File: src/rtl/cdb_receiver_if.sv
// CDB completion-packet type and the write-back handshake interface.
// Ports (interface): wb_valid (packet offered), wb_ready (receiver accepts), wb_pkt (fu_wb_t).
// master = functional-unit side, slave = receiver side.

// Shared machine widths and the completion-packet layout.
localparam int PHYS_W  = 6;
localparam int ROB_W   = 5;
localparam int EPOCH_W = 2;

typedef struct packed {
  logic [ROB_W-1:0]   rob_idx;
  logic [EPOCH_W-1:0] epoch;
  logic               uses_rd;
  logic [PHYS_W-1:0]  prd_new;
  logic [31:0]        data;
  logic               data_valid;
  logic               is_branch;
  logic               mispredict;
  logic               redirect;
  logic [31:0]        redirect_pc;
  logic               is_load;
  logic               is_store;
  logic [31:0]        pc;
} fu_wb_t;

interface cdb_receiver_if;
  logic   wb_valid;
  logic   wb_ready;
  fu_wb_t wb_pkt;

  modport master (output wb_valid, output wb_pkt, input wb_ready);
  modport slave  (input wb_valid, input wb_pkt, output wb_ready);
endinterface

File: src/rtl/cdb_receiver.sv
// Purpose: buffers CDB completion packets and drains them to PRF write, wakeup, ROB-done and redirect.
// Latency: a packet pushed at edge t drives its drain outputs in the cycle after edge t.
// Backpressure: wb_ready = !full && !flush; the drain side pops every non-empty cycle, never stalls.
// Ports: clk, rst (async, active-high); wb (cdb_receiver_if.slave); cur_epoch; flush;
//   prf_we/prf_waddr/prf_wdata; wakeup_valid/wakeup_tag; rob_done_valid/idx/mispredict;
//   redirect_valid/redirect_pc; stat_accepted/stat_dropped only with CDB_RECEIVER_STATS_EN.
// Optional feature macro: CDB_RECEIVER_STATS_EN (accepted/dropped packet counters).

module cdb_receiver #(
  parameter int DEPTH = 2
) (
  input  logic                clk,
  input  logic                rst,
  cdb_receiver_if.slave       wb,
  input  logic [EPOCH_W-1:0]  cur_epoch,
  input  logic                flush,
  output logic                prf_we,
  output logic [PHYS_W-1:0]   prf_waddr,
  output logic [31:0]         prf_wdata,
  output logic                wakeup_valid,
  output logic [PHYS_W-1:0]   wakeup_tag,
  output logic                rob_done_valid,
  output logic [ROB_W-1:0]    rob_done_idx,
  output logic                rob_done_mispredict,
  output logic                redirect_valid,
  output logic [31:0]         redirect_pc
`ifdef CDB_RECEIVER_STATS_EN
  ,
  output logic [31:0]         stat_accepted,
  output logic [31:0]         stat_dropped
`endif
);

  localparam int AW = $clog2(DEPTH);
  typedef logic [AW-1:0] ptr_t;
  typedef logic [AW:0]   cnt_t;

  fu_wb_t mem [DEPTH];
  ptr_t   head_q, head_d, tail_q, tail_d;
  cnt_t   cnt_q, cnt_d;
  fu_wb_t head_pkt;
  logic   empty, full, push, pop, live;
  logic   unused_fields;

  assign empty       = (cnt_q == '0);
  assign full        = (cnt_q == cnt_t'(DEPTH));
  // No pass-through when full: a same-cycle pop does not reopen the input.
  assign wb.wb_ready = !full && !flush;
  assign push        = wb.wb_valid && wb.wb_ready;
  assign pop         = !empty;
  assign head_pkt    = mem[head_q];
  // Stale (wrong-epoch) heads and heads under flush still pop but drive nothing.
  assign live        = !empty && !flush && (head_pkt.epoch == cur_epoch);

  assign unused_fields = ^{head_pkt.is_load, head_pkt.is_store, head_pkt.pc};

  always_comb begin
    prf_we              = 1'b0;
    prf_waddr           = '0;
    prf_wdata           = '0;
    wakeup_valid        = 1'b0;
    wakeup_tag          = '0;
    rob_done_valid      = 1'b0;
    rob_done_idx        = '0;
    rob_done_mispredict = 1'b0;
    redirect_valid      = 1'b0;
    redirect_pc         = '0;
    if (live) begin
      rob_done_valid      = 1'b1;
      rob_done_idx        = head_pkt.rob_idx;
      rob_done_mispredict = head_pkt.mispredict;
      if (head_pkt.uses_rd && head_pkt.data_valid) begin
        prf_we       = 1'b1;
        prf_waddr    = head_pkt.prd_new;
        prf_wdata    = head_pkt.data;
        wakeup_valid = 1'b1;
        wakeup_tag   = head_pkt.prd_new;
      end
      if (head_pkt.is_branch && head_pkt.redirect) begin
        redirect_valid = 1'b1;
        redirect_pc    = head_pkt.redirect_pc;
      end
    end
  end

  always_comb begin
    head_d = head_q;
    tail_d = tail_q;
    cnt_d  = cnt_q;
    if (flush) begin
      head_d = '0;
      tail_d = '0;
      cnt_d  = '0;
    end else if (redirect_valid) begin
      // Everything younger than the redirecting branch is wrong-path, including this cycle's push.
      head_d = head_q + 1'b1;
      tail_d = head_q + 1'b1;
      cnt_d  = '0;
    end else begin
      if (pop)  head_d = head_q + 1'b1;
      if (push) tail_d = tail_q + 1'b1;
      cnt_d = cnt_q + cnt_t'(push) - cnt_t'(pop);
    end
  end

  always_ff @(posedge clk or posedge rst) begin
    if (rst) begin
      head_q <= '0;
      tail_q <= '0;
      cnt_q  <= '0;
    end else begin
      head_q <= head_d;
      tail_q <= tail_d;
      cnt_q  <= cnt_d;
    end
  end

  // Payload storage needs no reset: occupancy alone decides what is valid.
  always_ff @(posedge clk) begin
    if (push) mem[tail_q] <= wb.wb_pkt;
  end

`ifdef CDB_RECEIVER_STATS_EN
  logic [31:0] acc_q, drop_q, drop_inc;

  always_comb begin
    drop_inc = '0;
    if (flush) begin
      drop_inc = 32'(cnt_q);
    end else if (redirect_valid) begin
      // Entries behind the head plus the push squashed in the same cycle.
      drop_inc = 32'(cnt_q) - 32'd1 + 32'(push);
    end else if (pop && !live) begin
      drop_inc = 32'd1;
    end
  end

  always_ff @(posedge clk or posedge rst) begin
    if (rst) begin
      acc_q  <= '0;
      drop_q <= '0;
    end else begin
      acc_q  <= acc_q + 32'(push);
      drop_q <= drop_q + drop_inc;
    end
  end

  assign stat_accepted = acc_q;
  assign stat_dropped  = drop_q;
`endif

endmodule
File: src/flat_wrapper.sv
// flat-port wrapper written by rule: the top's interface ports become plain ports
module cdb_receiver_flat 
#(
  parameter int DEPTH = 2
)
  (clk, rst, cur_epoch, flush, prf_we, prf_waddr, prf_wdata, wakeup_valid, wakeup_tag, rob_done_valid, rob_done_idx, rob_done_mispredict, redirect_valid, redirect_pc, wb_wb_valid, wb_wb_pkt, wb_wb_ready);
  cdb_receiver_if wb_i ();
  input  logic clk;
  input  logic rst;
  input  logic [EPOCH_W-1:0] cur_epoch;
  input  logic flush;
  output logic prf_we;
  output logic [PHYS_W-1:0] prf_waddr;
  output logic [31:0] prf_wdata;
  output logic wakeup_valid;
  output logic [PHYS_W-1:0] wakeup_tag;
  output logic rob_done_valid;
  output logic [ROB_W-1:0] rob_done_idx;
  output logic rob_done_mispredict;
  output logic redirect_valid;
  output logic [31:0] redirect_pc;
  input wire logic [$bits(wb_i.wb_valid)-1:0] wb_wb_valid;
  input wire logic [$bits(wb_i.wb_pkt)-1:0] wb_wb_pkt;
  output wire logic [$bits(wb_i.wb_ready)-1:0] wb_wb_ready;
  assign wb_i.wb_valid = wb_wb_valid;
  assign wb_i.wb_pkt = wb_wb_pkt;
  assign wb_wb_ready = wb_i.wb_ready;
  cdb_receiver #(.DEPTH(DEPTH)) u_core (.clk(clk), .rst(rst), .wb(wb_i), .cur_epoch(cur_epoch), .flush(flush), .prf_we(prf_we), .prf_waddr(prf_waddr), .prf_wdata(prf_wdata), .wakeup_valid(wakeup_valid), .wakeup_tag(wakeup_tag), .rob_done_valid(rob_done_valid), .rob_done_idx(rob_done_idx), .rob_done_mispredict(rob_done_mispredict), .redirect_valid(redirect_valid), .redirect_pc(redirect_pc));
endmodule
File: config.mk
export PLATFORM = sky130hd
export DESIGN_NAME = cdb_receiver_flat
export DESIGN_NICKNAME = d
export VERILOG_FILES = /design/src/rtl/cdb_receiver_if.sv /design/src/rtl/cdb_receiver.sv /design/src/flat_wrapper.sv
export SDC_FILE = /design/constraint.sdc
export NUM_CORES = 1
export LEC_CHECK = 0
export ABC_AREA = 0
export CAP_MARGIN = 20
export CORE_MARGIN = 2
export CORE_UTILIZATION = 30
export CTS_CLUSTER_SIZE = 40
export DETAILED_ROUTE_END_ITERATION = 10
export GPL_TIMING_DRIVEN = 0
export PLACE_DENSITY = 0.61
export SLEW_MARGIN = 20
export SYNTH_ARGS = -nofsm -noshare
export SYNTH_HDL_FRONTEND = slang
export SYNTH_SLANG_ARGS = --single-unit
File: constraint.sdc
create_clock -name clk -period 18.24 [get_ports clk]
set_input_delay 3.648 -clock clk [delete_from_list [all_inputs] [get_ports clk]]
set_output_delay 3.648 -clock clk [all_outputs]
set_load 0.005 [all_outputs]
==> results.cfg, run 1 <==
[run_status]
run_status = finished, final reports clean

[clock_network]
cts-root-buf = clkbuf_16
cts_max_level = 4
cts_tree = built
cts-buffers-inserted = 17
cts_max_path_buffers = 2
cts_hold_buf = 0
clock_latency_ns = 0.42
post_cts_buffers = 0
cts.reportedPaths.clkPinSlew_ns = 0.06
cts.sinks = 168
cts_resized = 0

[critical_path]
cp-start-kind = input port
cp-end-kind = output pin
reg2reg_depth = 4
crit_start = cur_epoch[1]
crit_required_ns = 14.59
reg2reg_slack_ns = 16.08
cp_max_fo = 10
critical_path_arrival_ns = 5.89
worstReg2RegStart = u_core.cnt_q[1]$_DFF_PP0_
critical_path.endpoint = redirect_pc[30]
rr_endpoint = u_core.mem[1][90]$_DFFE_PP_
path_class = input port to output pin

[logic_synthesis]
netlist_area_um2 = 6430
yosys-top-cells-area = edfxtp_1 77%, mux2i_1 12%, nor2_1 4.7%
synth_top_cells_by_count = 164 x edfxtp_1, 81 x nor2_1, 78 x mux2i_1
avgSynthCellArea_um2 = 16.9
synth.most_common_cell = edfxtp_1
syn_inst = 381
async_reset_ff_frac = 0.0238
synth.largest_area_cell = edfxtp_1
synth_cell_type_count = 24
synth_fp_nets = 504
synth_ff_type = edfxtp_1
yosysTopAreaCellShare = 0.766
synth_edf_count = 164
ys_seq_area_frac = 0.782
yosysWarnings = 0
ys_seq_elements = 168

[grt]
grt_pass1_vias = 4016
grt_use_total = 0.124
grt_max_degree = 47
grt_pass1_wl_um = 20900
grt_antenna_before_repair = 0
overflow = 0

[sta]
clock.fmax_ghz = 0.105
slew-limit-headroom = 0.499
setup_tns_ns = 0
fin_skew_ns = 0.0137
tightest_slew_ns = 0.746
rsz0062_at_grt = no
post-route-min-period_ns = 9.54
setup_viol = 0
period_share = 0.523
slew_viol_final = 0
finalHoldViolations = 0

[placed_design]
io_buffers = 173
dp.cells = 845
hpwl_um = 9870
gp_congestion = 0.697

[route]
drt_first_iter_violations = 151
vias = 3808
drt-met1-wl_um = 5900
dr.pass1.iters = 4
antenna_left = 0
dr.max_layer_used = met4
drc = 0
wl_per_cell_um = 16.0
wl_um = 14000
dr_wl_met2_um = 7210
wl_met3_um = 738
avgViaCountPerCell = 4.35

[floorplan]
dieWidth_um = 150
floorplan.initialDensity = 0.306
core-area_um2 = 21000
io_pins = 209
die_y_um = 150
dieArea_um2 = 22600
rows = 53

[flow_run]
max_cap_viol_count = 0

[finish]
final_layout_size_suffix_gt1_frac = 0.108
stdcell_count = 876
diodes = 0
fillers = 1866
nNetsFinal = 712
area_delta_synth_final_pct = 44.3

[pwr]
leakagePower_nw = 3.13
power_density_nw_per_um2 = 96.7
ir_drop_v = 0.0000593

[worst_hold_path]
worstHoldPathType = register to register
[metal layers]
metal	vias up	track usage
met5	-	0
met4	0	0.0401
met3	12	0.0391
met2	115	0.215
met1	1865	0.146
li1	1816	-
[cells by family after synthesis]
kind of cell,share of synthesized area
flip-flops,0.782
AND/OR/NAND/NOR,0.0617
multiplexers,0.123
buffers and inverters,0.0230
AO/OA/AOI/OAI,0.00311
XOR/XNOR,0.00545
adder cells (fa/ha/maj),0.00195
[registers in the layout (all words and copies together) (netlist names)]
| name | count |
|---|---|
| u_core.head_q | 1 |
| u_core.tail_q | 1 |
| u_core.cnt_q | 2 |
| u_core.mem | 164 |
[layout by cell type (no fill, tap or decap), types with 2 or more instances in the layout]
| master | synthesis | routed |
|---|---|---|
| and3b_1 | 2 | 2 |
| buf_2 | 10 | 20 |
| buf_4 | 7 | 12 |
| bufinv_16 | 0 | 6 |
| clkbuf_1 | 7 | 9 |
| clkbuf_16 | 0 | 17 |
| clkdlybuf4s50_1 | 0 | 173 |
| dfrtp_1 | 4 | 4 |
| edfxtp_1 | 164 | 164 |
| inv_1 | 5 | 5 |
| inv_6 | 0 | 2 |
| mux2i_1 | 78 | 78 |
| nand2_1 | 3 | 3 |
| nand3_1 | 3 | 3 |
| nor2_1 | 81 | 81 |
| o21ai_0 | 3 | 3 |
| xor2_1 | 3 | 3 |
[worst max-delay path, stage by stage]
cell and delay [ns]:
clkdlybuf4s50_1 0.48, xor2_1 0.27, nand4_2 0.35, clkbuf_1 0.36, nor2_1 0.24, clkdlybuf4s50_1 0.53
[where the power goes]
group | internal (W) | switching (W) | total (W)
sequential | 0.000438 | 0.00000313 | 0.000442
combinational | 0.0000294 | 0.0000243 | 0.0000538
clock | 0.000257 | 0.000145 | 0.000402
[worst min path at each step]
stage                              startpoint  slack, ns  cells after the start                   endpoint
floorplan           u_core.cnt_q[1]$_DFF_PP0_       0.60                      3  u_core.head_q$_DFFE_PP0P_
global placement    u_core.cnt_q[0]$_DFF_PP0_       0.62                      3  u_core.head_q$_DFFE_PP0P_
detailed placement  u_core.cnt_q[0]$_DFF_PP0_       0.63                      3  u_core.head_q$_DFFE_PP0P_
CTS                 u_core.cnt_q[1]$_DFF_PP0_       0.65                      3  u_core.head_q$_DFFE_PP0P_
global route        u_core.cnt_q[1]$_DFF_PP0_       0.67                      3  u_core.head_q$_DFFE_PP0P_
finish              u_core.cnt_q[1]$_DFF_PP0_       0.64                      3  u_core.head_q$_DFFE_PP0P_
[stage by stage]
stage | hold slack [ns] | utilization | setup WS (ns) | total power [W] | instance area [µm²]
after CTS | 0.645 | 0.441 | 8.69 | 0.000908 | 9280
after detailed placement | 0.631 | 0.410 | 8.72 | 0.000505 | 8620
after floorplan | 0.595 | - | 5.83 | 0.000474 | 6430
after global routing | 0.669 | 0.441 | 8.56 | 0.000930 | 9280
after global placement | 0.617 | 0.405 | 0.988 | 0.000504 | 8500
final | 0.639 | 0.441 | 8.70 | 0.000897 | 9280
[area by class of cell]
cell class	instances	area, µm²	share of cell area
Tap cell	275	344	0.0371
Timing Repair Buffer	189	1840	0.198
Clock buffer	19	433	0.0467
Sequential cell	168	5020	0.542
Inverter	5	18.8	0.00202
Clock inverter	12	223	0.0240
Buffer	24	129	0.0139
Multi-Input combinational cell	184	1260	0.136
No activity file was read; power rests on OpenSTA's default activity.
==> inputs of run 2 (changes only) <==
--- a/config.mk
+++ b/config.mk
@@ -12,7 +12,7 @@
 export CTS_CLUSTER_SIZE = 40
 export DETAILED_ROUTE_END_ITERATION = 10
 export GPL_TIMING_DRIVEN = 0
-export PLACE_DENSITY = 0.61
+export PLACE_DENSITY = 0.63
 export SLEW_MARGIN = 20
 export SYNTH_ARGS = -nofsm -noshare
 export SYNTH_HDL_FRONTEND = slang
==> constraint.sdc (replaced) <==
create_clock -name clk -period 7.7 [get_ports clk]
set_input_delay 1.54 -clock clk [delete_from_list [all_inputs] [get_ports clk]]
set_output_delay 1.54 -clock clk [all_outputs]
set_load 0.005 [all_outputs]
==> run 2 against run 1 <==
- global-route usage decreased by 0.22 points
- cell area down 0.96%
- non-clock buffer count decreased by 6
- combinational power up 140%
- count of clock-buffer cells in the layout stayed put
- final cell count decreased by 0.91%
- critical path depth did not move
- sequential power rose by 140%
- clock power increased by 98%
- sequential share of layout area is 0.52 points higher
- power grew 120%
- setup slack worse by 6.3 ns
- largest power group unchanged
==> results.cfg, run 2 (synthesis gave the netlist of run 1 again) <==
[sta]
rsz0062_at_grt = no
slew-limit-headroom = 0.503
clock.fmax_ghz = 0.188
finalWorstSetupSlack_ns = 2.39
tightest_slew_ns = 0.745
setup_viol = 0
fin_skew_ns = 0.0163
slew_viol_final = 0
post-route-min-period_ns = 5.31
finalHoldViolations = 0
period_share = 0.690

[placed_design]
dpl_worst_slack_ns = 2.35
hpwl_um = 9580
io_buffers = 173
gp_congestion = 0.752
dp.cells = 839

[finish]
fin_util = 0.437
diodes = 0
mostFrequentLayoutCell = clkdlybuf4s50_1
final_layout_size_suffix_gt1_frac = 0.0944
nNetsFinal = 706
largest_reg_flops = 164
area_delta_synth_final_pct = 42.9
regMostFlops = u_core.mem
reg_top3 = u_core.mem (164), u_core.cnt_q (2)
final_cell_mix = 173 x clkdlybuf4s50_1, 164 x edfxtp_1, 81 x nor2_1
stdcell_count = 868

[critical_path]
reg2reg_depth = 4
cp-end-kind = output pin
crit_slowest_cell = clkdlybuf4s50_1
crit_top_cell = clkdlybuf4s50_1
cp-start-kind = input port
cp_slowest_stage_delay_ns = 0.54
cp_cell_sequence = clkdlybuf4s50_1 > xor2_1 > nand4_2 > clkbuf_1 > nor2_1 > clkdlybuf4s50_1
cp_max_fo = 10
path_class = input port to output pin
critical_path_arrival_ns = 3.77
crit_required_ns = 6.16

[route]
drt_first_iter_violations = 89
avgViaCountPerCell = 4.29
drc = 0
wl_um = 13700
dr.pass1.iters = 4
antenna_left = 0
vias = 3724
wl_per_cell_um = 15.7

[floorplan]
io_pins = 209
rows = 53
dieWidth_um = 150
core-area_um2 = 21000
dieArea_um2 = 22600
die_y_um = 150
floorplan.initialDensity = 0.306

[grt]
grt_max_degree = 48
grt_pass1_vias = 3906
grt_use_total = 0.122
overflow = 0
grt_antenna_before_repair = 0
grt_pass1_wl_um = 20400

[clock_network]
post_cts_buffers = 0
cts_max_level = 4
cts_hold_buf = 0
cts-root-buf = clkbuf_16
clock_latency_ns = 0.42
cts.sinks = 168
cts.reportedPaths.clkPinSlew_ns = 0.06
cts_resized = 0
cts_tree = built
cts_max_path_buffers = 2
cts-buffers-inserted = 17

[pwr]
power_density_nw_per_um2 = 214
ir_drop_v = 0.000145
p_total_w = 0.00197
leakagePower_nw = 3.06

[worst_hold_path]
hold_depth = 3
worstHoldPathType = register to register

[flow_run]
max_cap_viol_count = 0

[run_status]
run_status = finished, final reports clean
## run 2: changes by cell type in the layout (fill, tap and decap cells not counted)
cell	delta
buf_4	-4
clkinv_1	+1
buf_2	-10
buf_12	-1
buf_6	+8
buf_16	+1
inv_6	-2
clkinv_2	+2
bufinv_16	-4
nor4_4	+1
nor4_2	-1
clkinv_4	+1
## run 2: final timing paths
kind | from | end | slack (ns)
worst max-delay path | cur_epoch[1] | redirect_pc[22] | 2.39
worst min-delay path | u_core.cnt_q[1]$_DFF_PP0_ | u_core.head_q$_DFFE_PP0P_ | 0.66
worst max register to register | u_core.cnt_q[1]$_DFF_PP0_ | u_core.mem[1][69]$_DFFE_PP_ | 5.64
worst min register to register | u_core.cnt_q[1]$_DFF_PP0_ | u_core.head_q$_DFFE_PP0P_ | 0.66
max in group asynchronous | rst | u_core.head_q$_DFFE_PP0P_ | 6.23
min in group asynchronous | rst | u_core.tail_q$_DFFE_PP0P_ | 1.31
## run 2: report_power, final
group,switching (W),internal [W],total [W]
Combinational,0.0000582,0.0000712,0.000129
Clock,0.000326,0.000468,0.000794
Sequential,0.00000732,0.00104,0.00105
## run 2: stage by stage
step	area (µm²)	setup TNS, ns	hold WS (ns)
2_1_floorplan	6430	0	0.595
3_3_place_gp	8510	-170.84	0.617
3_5_place_dp	8650	0	0.648
4_1_cts	9190	0	0.653
5_1_grt	9190	0	0.724
6_report	9190	0	0.656
## run 2: worst max-delay path: cells and delay by family
family,cells,cell delay (ns)
xor gates and xnor gates,1,0.30
buffers and inverters,3,1.34
and+or+nand+nor,2,0.59
## run 2: routing by layer
| layer | part of all wire | track usage |
|---|---|---|
| met1 | 0.42 | 0.144 |
| met2 | 0.50 | 0.206 |
| met3 | 0.064 | 0.0397 |
| met4 | 0.019 | 0.0462 |
| met5 | 0 | 0 |
## run 2: cell type report
type                       count  area [µm²]
buffer                        24         129
fill                        1880       11800
multi-input combinational    184        1270
inverter                       5        18.8
timing repair buffer         183        1860
clock inverter                10         108
sequential                   168        5020
clock buffer                  19         433
tap                          275         344
